`config.mk`:
```
export PLATFORM = sky130hd
export DESIGN_NAME = tile_bram_loader
export DESIGN_NICKNAME = d
export VERILOG_FILES = /design/src/rtl/tile_bram_loader.sv
export SDC_FILE = /design/constraint.sdc
export NUM_CORES = 1
export LEC_CHECK = 0
export BUFFER_PORTS_ARGS = -buffer_cell sky130_fd_sc_hd__clkbuf_2
export CAP_MARGIN = 15
export CORE_MARGIN = 1.5
export CORE_UTILIZATION = 43
export DETAILED_ROUTE_END_ITERATION = 16
export PLACE_DENSITY = 0.85
export SLEW_MARGIN = 40
export SYNTH_ARGS = -nofsm -noshare
export SYNTH_HDL_FRONTEND = slang
export SYNTH_SLANG_ARGS = --single-unit
export TNS_END_PERCENT = 10
```
`constraint.sdc`:
```
create_clock -name clk -period 2.4 [get_ports clk]
set_clock_uncertainty 0.2 [all_clocks]
set_input_delay 0.72 -clock clk [delete_from_list [all_inputs] [get_ports clk]]
set_output_delay 0.72 -clock clk [all_outputs]
set_load 0.01 [all_outputs]
```
`src/rtl/tile_bram_loader.sv`:
```
// tile_bram_loader: moves 16-bit words between a load/dump stream and BRAM port A of one array tile.
// Define LOADER_CHECKSUM_EN to add the csum output (16-bit running sum of the words moved).
//
// state | meaning
// IDLE  | waiting for a command; cmd_ready while array_busy is low
// LOAD  | writing accepted wr_data beats into the BRAM
// DUMP  | issuing BRAM reads into the 2-entry output FIFO
// DRAIN | all reads issued; emptying the in-flight read and the FIFO
// FIN   | one-cycle done pulse, then back to IDLE
module tile_bram_loader #(
  parameter logic [7:0] ARRAY_DIM = 8'h01
) (
  input  logic        clk,
  input  logic        reset,
  input  logic        cmd_valid,
  output logic        cmd_ready,
  input  logic        cmd_dir,
  input  logic [7:0]  cmd_tile_i,
  input  logic [7:0]  cmd_tile_j,
  input  logic [9:0]  cmd_addr,
  input  logic [10:0] cmd_len,
  input  logic        wr_valid,
  output logic        wr_ready,
  input  logic [15:0] wr_data,
  output logic        rd_valid,
  input  logic        rd_ready,
  output logic [15:0] rd_data,
  output logic        external,
  output logic [7:0]  Tile_i,
  output logic [7:0]  Tile_j,
  output logic        WEA,
  output logic [9:0]  ADDRA,
  output logic [15:0] DIA,
  input  logic [15:0] DOA,
  output logic        WEB,
  output logic [9:0]  ADDRB,
  output logic [15:0] DIB,
  input  logic        array_busy,
  output logic        busy,
  output logic        done,
  output logic        err
`ifdef LOADER_CHECKSUM_EN
  ,
  output logic [15:0] csum
`endif
);

  typedef enum logic [2:0] {IDLE, LOAD, DUMP, DRAIN, FIN} state_t;

  state_t      state;
  state_t      state_next;

  logic [7:0]  tile_i_q;
  logic [7:0]  tile_j_q;
  logic [9:0]  addr_q;
  logic [10:0] remain_q;
  logic        err_q;

  logic        inflight_q;
  logic [15:0] fifo_mem [2];
  logic        fifo_wr_ptr;
  logic        fifo_rd_ptr;
  logic [1:0]  fifo_cnt;

  logic        accept;
  logic        tile_bad;
  logic        beat;
  logic        issue;
  logic        push;
  logic        pop;
  logic        last_word;

  // Handshakes are gated by reset so nothing moves in the cycle reset is sampled.
  assign cmd_ready = (state == IDLE) && !array_busy && !reset;
  assign wr_ready  = (state == LOAD) && !reset;

  always_comb begin
    accept    = cmd_valid && cmd_ready;
    tile_bad  = (cmd_tile_i >= ARRAY_DIM) || (cmd_tile_j >= ARRAY_DIM);
    beat      = wr_valid && wr_ready;
    // One read outstanding at most per free FIFO slot, counting the read already in flight.
    issue     = (state == DUMP) && (({1'b0, fifo_cnt} + {2'b00, inflight_q}) < 3'd2);
    push      = inflight_q;
    pop       = (fifo_cnt != 2'd0) && rd_ready;
    last_word = (remain_q == 11'd1);
  end

  always_comb begin
    state_next = state;
    case (state)
      IDLE: begin
        if (accept && !tile_bad) begin
          if (cmd_len == 11'd0) state_next = FIN;
          else if (cmd_dir)     state_next = DUMP;
          else                  state_next = LOAD;
        end
      end
      LOAD:    if (beat && last_word) state_next = FIN;
      DUMP:    if (issue && last_word) state_next = DRAIN;
      DRAIN:   if ((fifo_cnt == 2'd0) && !inflight_q) state_next = FIN;
      FIN:     state_next = IDLE;
      default: state_next = IDLE;
    endcase
  end

  always_ff @(posedge clk) begin
    if (reset) begin
      state       <= IDLE;
      tile_i_q    <= 8'd0;
      tile_j_q    <= 8'd0;
      addr_q      <= 10'd0;
      remain_q    <= 11'd0;
      err_q       <= 1'b0;
      inflight_q  <= 1'b0;
      fifo_wr_ptr <= 1'b0;
      fifo_rd_ptr <= 1'b0;
      fifo_cnt    <= 2'd0;
    end else begin
      state      <= state_next;
      err_q      <= accept && tile_bad;
      inflight_q <= issue;

      if (accept && !tile_bad) begin
        tile_i_q <= cmd_tile_i;
        tile_j_q <= cmd_tile_j;
        addr_q   <= cmd_addr;
        remain_q <= cmd_len;
      end else if (beat || issue) begin
        addr_q   <= addr_q + 10'd1;
        remain_q <= remain_q - 11'd1;
      end

      if (push) fifo_wr_ptr <= ~fifo_wr_ptr;
      if (pop)  fifo_rd_ptr <= ~fifo_rd_ptr;
      case ({push, pop})
        2'b10:   fifo_cnt <= fifo_cnt + 2'd1;
        2'b01:   fifo_cnt <= fifo_cnt - 2'd1;
        default: fifo_cnt <= fifo_cnt;
      endcase
    end
  end

  // FIFO storage needs no reset; occupancy alone decides what is visible.
  always_ff @(posedge clk) begin
    if (push) fifo_mem[fifo_wr_ptr] <= DOA;
  end

  assign rd_valid = (fifo_cnt != 2'd0);
  assign rd_data  = rd_valid ? fifo_mem[fifo_rd_ptr] : 16'h0000;

  assign external = (state == LOAD) || (state == DUMP) || (state == DRAIN);
  assign busy     = (state != IDLE);
  assign done     = (state == FIN);
  assign err      = err_q;
  assign Tile_i   = tile_i_q;
  assign Tile_j   = tile_j_q;

  assign WEA   = beat;
  assign ADDRA = addr_q;
  assign DIA   = beat ? wr_data : 16'h0000;

  assign WEB   = 1'b0;
  assign ADDRB = 10'd0;
  assign DIB   = 16'h0000;

`ifdef LOADER_CHECKSUM_EN
  logic [15:0] csum_q;

  always_ff @(posedge clk) begin
    if (reset)       csum_q <= 16'h0000;
    else if (accept) csum_q <= 16'h0000;
    else if (beat)   csum_q <= csum_q + wr_data;
    else if (pop)    csum_q <= csum_q + rd_data;
  end

  assign csum = csum_q;
`endif

endmodule

```
* Word level (Yosys, flattened, before mapping) *
Memory sizes are Yosys's and may differ from the RTL's. A register that Yosys moved wholly into a read port is not among the register bits.
Cells that the tools add are included.

word-level totals
  flip-flop bits (word level) = 46
  bits in writable memories = 32
  input bits = 76
  output and inout bits = 93
  memories = 1

memory list
  memory    depth  width  rd ports  clocked after memory_dff  wr ports  line  source
  fifo_mem  2      16     1         1                         1         60    logic [15:0] fifo_mem [2];

cells by class
  $add $sub $neg = 5
  order comparisons = 3
  equal/unequal tests = 11
  multiplexer cells = 18
  bitwise logic cells = 2
  reduce and logical (&&, ||, !) cells = 28

operator list
  cell                     number
  $mux W16                 2
  $mux W11                 2
  $mux W10                 2
  $ge A8 B1 Y1 const B     2
  $mux W3                  5
  $logic_and A1 B1 Y1      12
  $pmux W3 S4              1
  $eq A11 B1 Y1 const B    1
  $logic_not A11 Y1        1
  $sub A11 B1 Y11 const B  1
  $add A10 B1 Y10 const B  1
  $eq A3 B2 Y1 const B     2
  $ne A2 B1 Y1 const B     3
  $reduce_bool A2 Y1       3
  $logic_not A1 Y1         4
  $logic_or A1 B1 Y1       4
  $mux W1                  4
  $pmux W2 S2              1
  $reduce_and A4 Y1        1
  $add A2 B1 Y3            1
  $eq A3 B1 Y1 const B     1
  $eq A3 B3 Y1 const B     1
  $logic_not A3 Y1         1
  $lt A3 B2 Y1 const B     1
  9 further kinds          10

* Logic depth before layout (Yosys ltp) *
  depth after elaboration = 7
  depth in mapped cells = 7

* Least setup slack after synthesis *
OpenSTA, ideal clock, no wires.

  path kind = input-to-output
  start = input reset
  end = output DIA[10]
  arrival time = 1.784 ns
  data required time = 1.480 ns
  path slack = -0.304 ns
  stages on the path = 5
  buffers on the path = 3
  path through = clkbuf_1 nor4b_4 buf_6 clkbuf_1 and3_1

between the ends
  cells in the longest elaborated chain, start to end = 4

RTL lines
  what                 line  source
  start, declared      14    input logic reset,
  $logic_not A1 Y1     75    assign wr_ready = (state == LOAD) && !reset;
  $logic_and A1 B1 Y1  75
  net wr_ready         23    output logic wr_ready,
  $logic_and A1 B1 Y1  80    beat = wr_valid && wr_ready;
  $mux W16             160   assign DIA = beat ? wr_data : 16'h0000;
  end, declared        33    output logic [15:0] DIA,

The timed path passes the listed nets, and every way through them passes these cells.

* Worst setup path after layout *
  start = input reset
  end = output DIA[0]

between the ends
  cells in the longest elaborated chain, start to end = 4

RTL lines
  what                 line
  $logic_not A1 Y1     75
  $logic_and A1 B1 Y1  75
  $logic_and A1 B1 Y1  80
  $mux W16             160

Every way passes these cells.

==> qor.csv <==
stage;metric;value;unit
outcome;outcome;finished, violations left;
outcome;violations;negative setup slack;
place;port_buffers;141;
power_and_ir_drop;p_int;2.04;mW
global_routing;use_met1;23.8;%
sta;slew_headroom;52.0;%
layout;layout.area.seq;1900;µm²
clocking;postCtsHoldBufs;0;
place;dp_hpwl;6510;µm
global_routing;antenna_found_initial;0;
sta;period_share;103;%
yosys;postSynthCellCount;367;
sta;report.final.setup_viol;17;
power_and_ir_drop;cellPowerDensity;529;nW/µm²
sta;drv_slew;0;
setup_path;endpoint;DIA[0];
die;initial_core_util;43.9;%
sta;setup_ws;-77.7;ps
place;dp_cells;611;
clocking;cts-buffers-inserted;9;
setup_path;critPathLaunch;reset;
sta;max_freq;404;MHz
routing;vias_per_cell;4.96;
clocking;cts_tree;yes;
global_routing;use_met3;4.91;%
yosys;synth_cell_types;44;
power_and_ir_drop;ir_drop;0.411;mV
yosys;yosysWarnings;0;
yosys;synth_edf_count;32;
sta;grt_setup_unrepaired;true;
layout;nFillCells;741;
die;die_y;96.9;µm
routing;drt-initial-drc-count;208;
routing;vias;3107;
layout;multiInputGateArea;1720;µm²
power_and_ir_drop;power_frac_seq;53.7;%
clocking;cts_buffer_depth;2;
global_routing;grt_overflow;0;
setup_path;cp-end-kind;primary output;
layout;nNetsFinal;594;
layout;num_antenna_cells;0;
clocking;root_buffer;clkbuf_8;
global_routing;use_met2;30.7;%
setup_path;rr_worst_depth;5;
routing;antenna_left;0;
routing;drt_wl_total;8470;µm
setup_path;crit_chain;buf_8 -> nor4b_4 -> buf_12 -> and3_1 -> clkbuf_2;
setup_path;r2r_setup_slack;310;ps
setup_path;crit_family;buffers and inverters;
global_routing;grt_pass1_wl;14300;µm
die;die-area;9390;µm²
clocking;clk_latency;350;ps
yosys;async_flop_share;0;%
setup_path;cp.buffers_inverters;3;
routing;drc;0;
setup_path;worstPathMaxFanout;20;
global_routing;track_usage;18.5;%
routing;wl_per_cell;13.5;µm
power_and_ir_drop;switching_share;21.4;%
setup_path;path_depth;5;
yosys;syn_area;3790;µm²
setup_path;worstSetupStartpointType;primary input;
yosys;syn-mean-instance-area;10.3;µm²
layout;final_layout_size_suffix_gt1_share;38.0;%
power_and_ir_drop;combPwrFrac;4.7;%
power_and_ir_drop;p_leak;2.13;nW
setup_path;arrival;1560;ps
setup_path;critical_path_class;in -> out;
die;core_area;8640;µm²
setup_path;slowest_delay;260;ps
yosys;synth_ff_type;dfxtp_1;
place;dpl_worst_slack;-121;ps
power_and_ir_drop;p_sw;0.555;mW
yosys;ys_seq_elements;79;
setup_path;critical_path_required;1480;ps
run;maxCapViolations;0;
global_routing;grt_max_degree;39;
clocking;cts_sinks;79;
hold_path;hp-class;reg -> reg;
clocking;htreeDepth;3;
die;rows;34;
power_and_ir_drop;p_clk_share;41.6;%
routing;drt_pass1_iterations;5;
yosys;ys_seq_area_share;50.1;%
die;die_x;96.9;µm
setup_path;r2r_start;remain_q[2];
setup_path;r2r_end;state[0];
layout;final_cells;627;
layout;syn_to_final_growth;29.4;%
setup_path;cp_slowest_cell;nor4b_4;
sta;post-route-min-period;2480;ps
die;pin_count;169;
global_routing;grt.busiest_layer;met2;
clocking;clk_pin_slew;80;ps
sta;tightest_slew;721;ps
sta;hold_violations;0;
global_routing;grt_pass1_vias;3051;
place;gp_congestion;0.829;
[logic make-up (layout without fill, tap and decap cells)]
logic type                 count (synthesis)  count (layout)  share of synthesized area, %
and+or+nand+nor                          158             158                          23.2
xor gates and xnor gates                  19              19                          4.39
other                                      1              27                        0.0988
AOI/OAI and AO/OA                         38              38                          8.25
adders and majority gates                  4               4                          1.32
buffers and inverters                     52             178                          8.44
DFF                                       79              79                          50.1
muxes                                     16              16                          4.22
[sequential cells by signal, indices dropped and copies added (netlist names), named ones only]
register	cells
fifo_mem	32
remain_q	11
ADDRA	10
Tile_i	8
Tile_j	8
state	3
fifo_cnt	2
err	1
fifo_rd_ptr	1
fifo_wr_ptr	1
inflight_q	1
[through the flow]
| stage | utilization [%] | hold slack, ps | instance area (µm²) | setup TNS [ps] | total power, mW |
|---|---|---|---|---|---|
| after floorplan | - | 280 | 3940 | -1330 | 1.50 |
| after global placement | 53.4 | 242 | 4620 | -1430 | 1.54 |
| after detailed placement | 53.4 | 245 | 4620 | -2240 | 1.54 |
| after CTS | 56.2 | 269 | 4850 | -1890 | 2.62 |
| after global routing | 56.8 | 281 | 4910 | -2080 | 2.69 |
| final | 56.8 | 263 | 4910 | -1150 | 2.59 |
[timing repair]
item / 4_1_cts / 5_1_grt
pin swaps: 1 / 5
hold endpoints to repair: 0 / 0
endpoints found under the setup margin: 18 / 19
buffers inserted: 0 / 0
gates resized for setup: 3 / 26
gates cloned: 0 / 0
[worst reg2reg max path, delay by kind of cell (launching register included)]
family           cells  cell delay, ps
AND/OR/NAND/NOR      3            1080
flip-flops           1             350
AO/OA/AOI/OAI        2             340
[cell usage in the layout, fill, tap and decap left out, types with 8 or more instances in the layout]
cell / count
and3_4: 8
and3_1: 8
nand2_1: 19
xor2_1: 9
buf_4: 14
edfxtp_1: 32
nand3_1: 12
buf_6: 8
conb_1: 27
and2_1: 20
clkbuf_8: 9
dfxtp_1: 45
xnor2_1: 10
clkbuf_2: 125
mux2i_1: 16
nor2_1: 53
a211oi_1: 12
[power groups by stage]
stage / registers (mW) / clock network [mW] / logic, mW
after floorplan: 1.43 / 0 / 0.0746
after global placement: 1.42 / 0 / 0.115
after detailed placement: 1.42 / 0 / 0.120
after CTS: 1.39 / 1.11 / 0.122
after global routing: 1.39 / 1.16 / 0.136
final: 1.39 / 1.08 / 0.123
[cell type report]
| type | count | share of cell area (%) |
|---|---|---|
| sequential | 79 | 38.8 |
| clock inverter | 6 | 1.89 |
| inverter | 5 | 0.382 |
| multi-input combinational | 262 | 35.0 |
| timing repair buffer | 157 | 18.6 |
| tap | 108 | 2.75 |
| clock buffer | 10 | 2.60 |
[cells in the mapped netlist (5+ instances only)]
master | number | area, µm²
and3_1 | 16 | 100
a311oi_1 | 6 | 52.6
nand2_1 | 19 | 71.3
dfxtp_1 | 47 | 941
a211oi_1 | 12 | 90.1
nor3_1 | 5 | 25.0
buf_4 | 28 | 210
inv_1 | 5 | 18.8
xor2_1 | 9 | 78.8
nand3_1 | 12 | 60.1
clkbuf_1 | 13 | 48.8
nor2_1 | 55 | 206
edfxtp_1 | 32 | 961
mux2i_1 | 16 | 160
and2_1 | 20 | 125
xnor2_1 | 10 | 87.6
nor4_1 | 7 | 43.8
[worst min path at each step]
| stage | to | depth (start not counted) | slack, ps | from |
|---|---|---|---|---|
| 6_report | Tile_i[3] | 1 | 260 | Tile_i[3] |
| 5_1_grt | Tile_i[6] | 1 | 280 | Tile_i[6] |
| 4_1_cts | Tile_i[3] | 1 | 270 | Tile_i[3] |
| 3_5_place_dp | Tile_i[3] | 1 | 240 | Tile_i[3] |
| 3_3_place_gp | Tile_i[3] | 1 | 240 | Tile_i[3] |
| 2_1_floorplan | remain_q[3] | 2 | 280 | remain_q[3] |
[per-layer routing]
| metal | up-vias | share of wire [%] |
|---|---|---|
| met5 | - | 0 |
| met4 | 0 | 0.72 |
| met3 | 7 | 7.0 |
| met2 | 133 | 49 |
| met1 | 1423 | 43 |
| li1 | 1544 | - |
(Power assumes the default switching activity.)
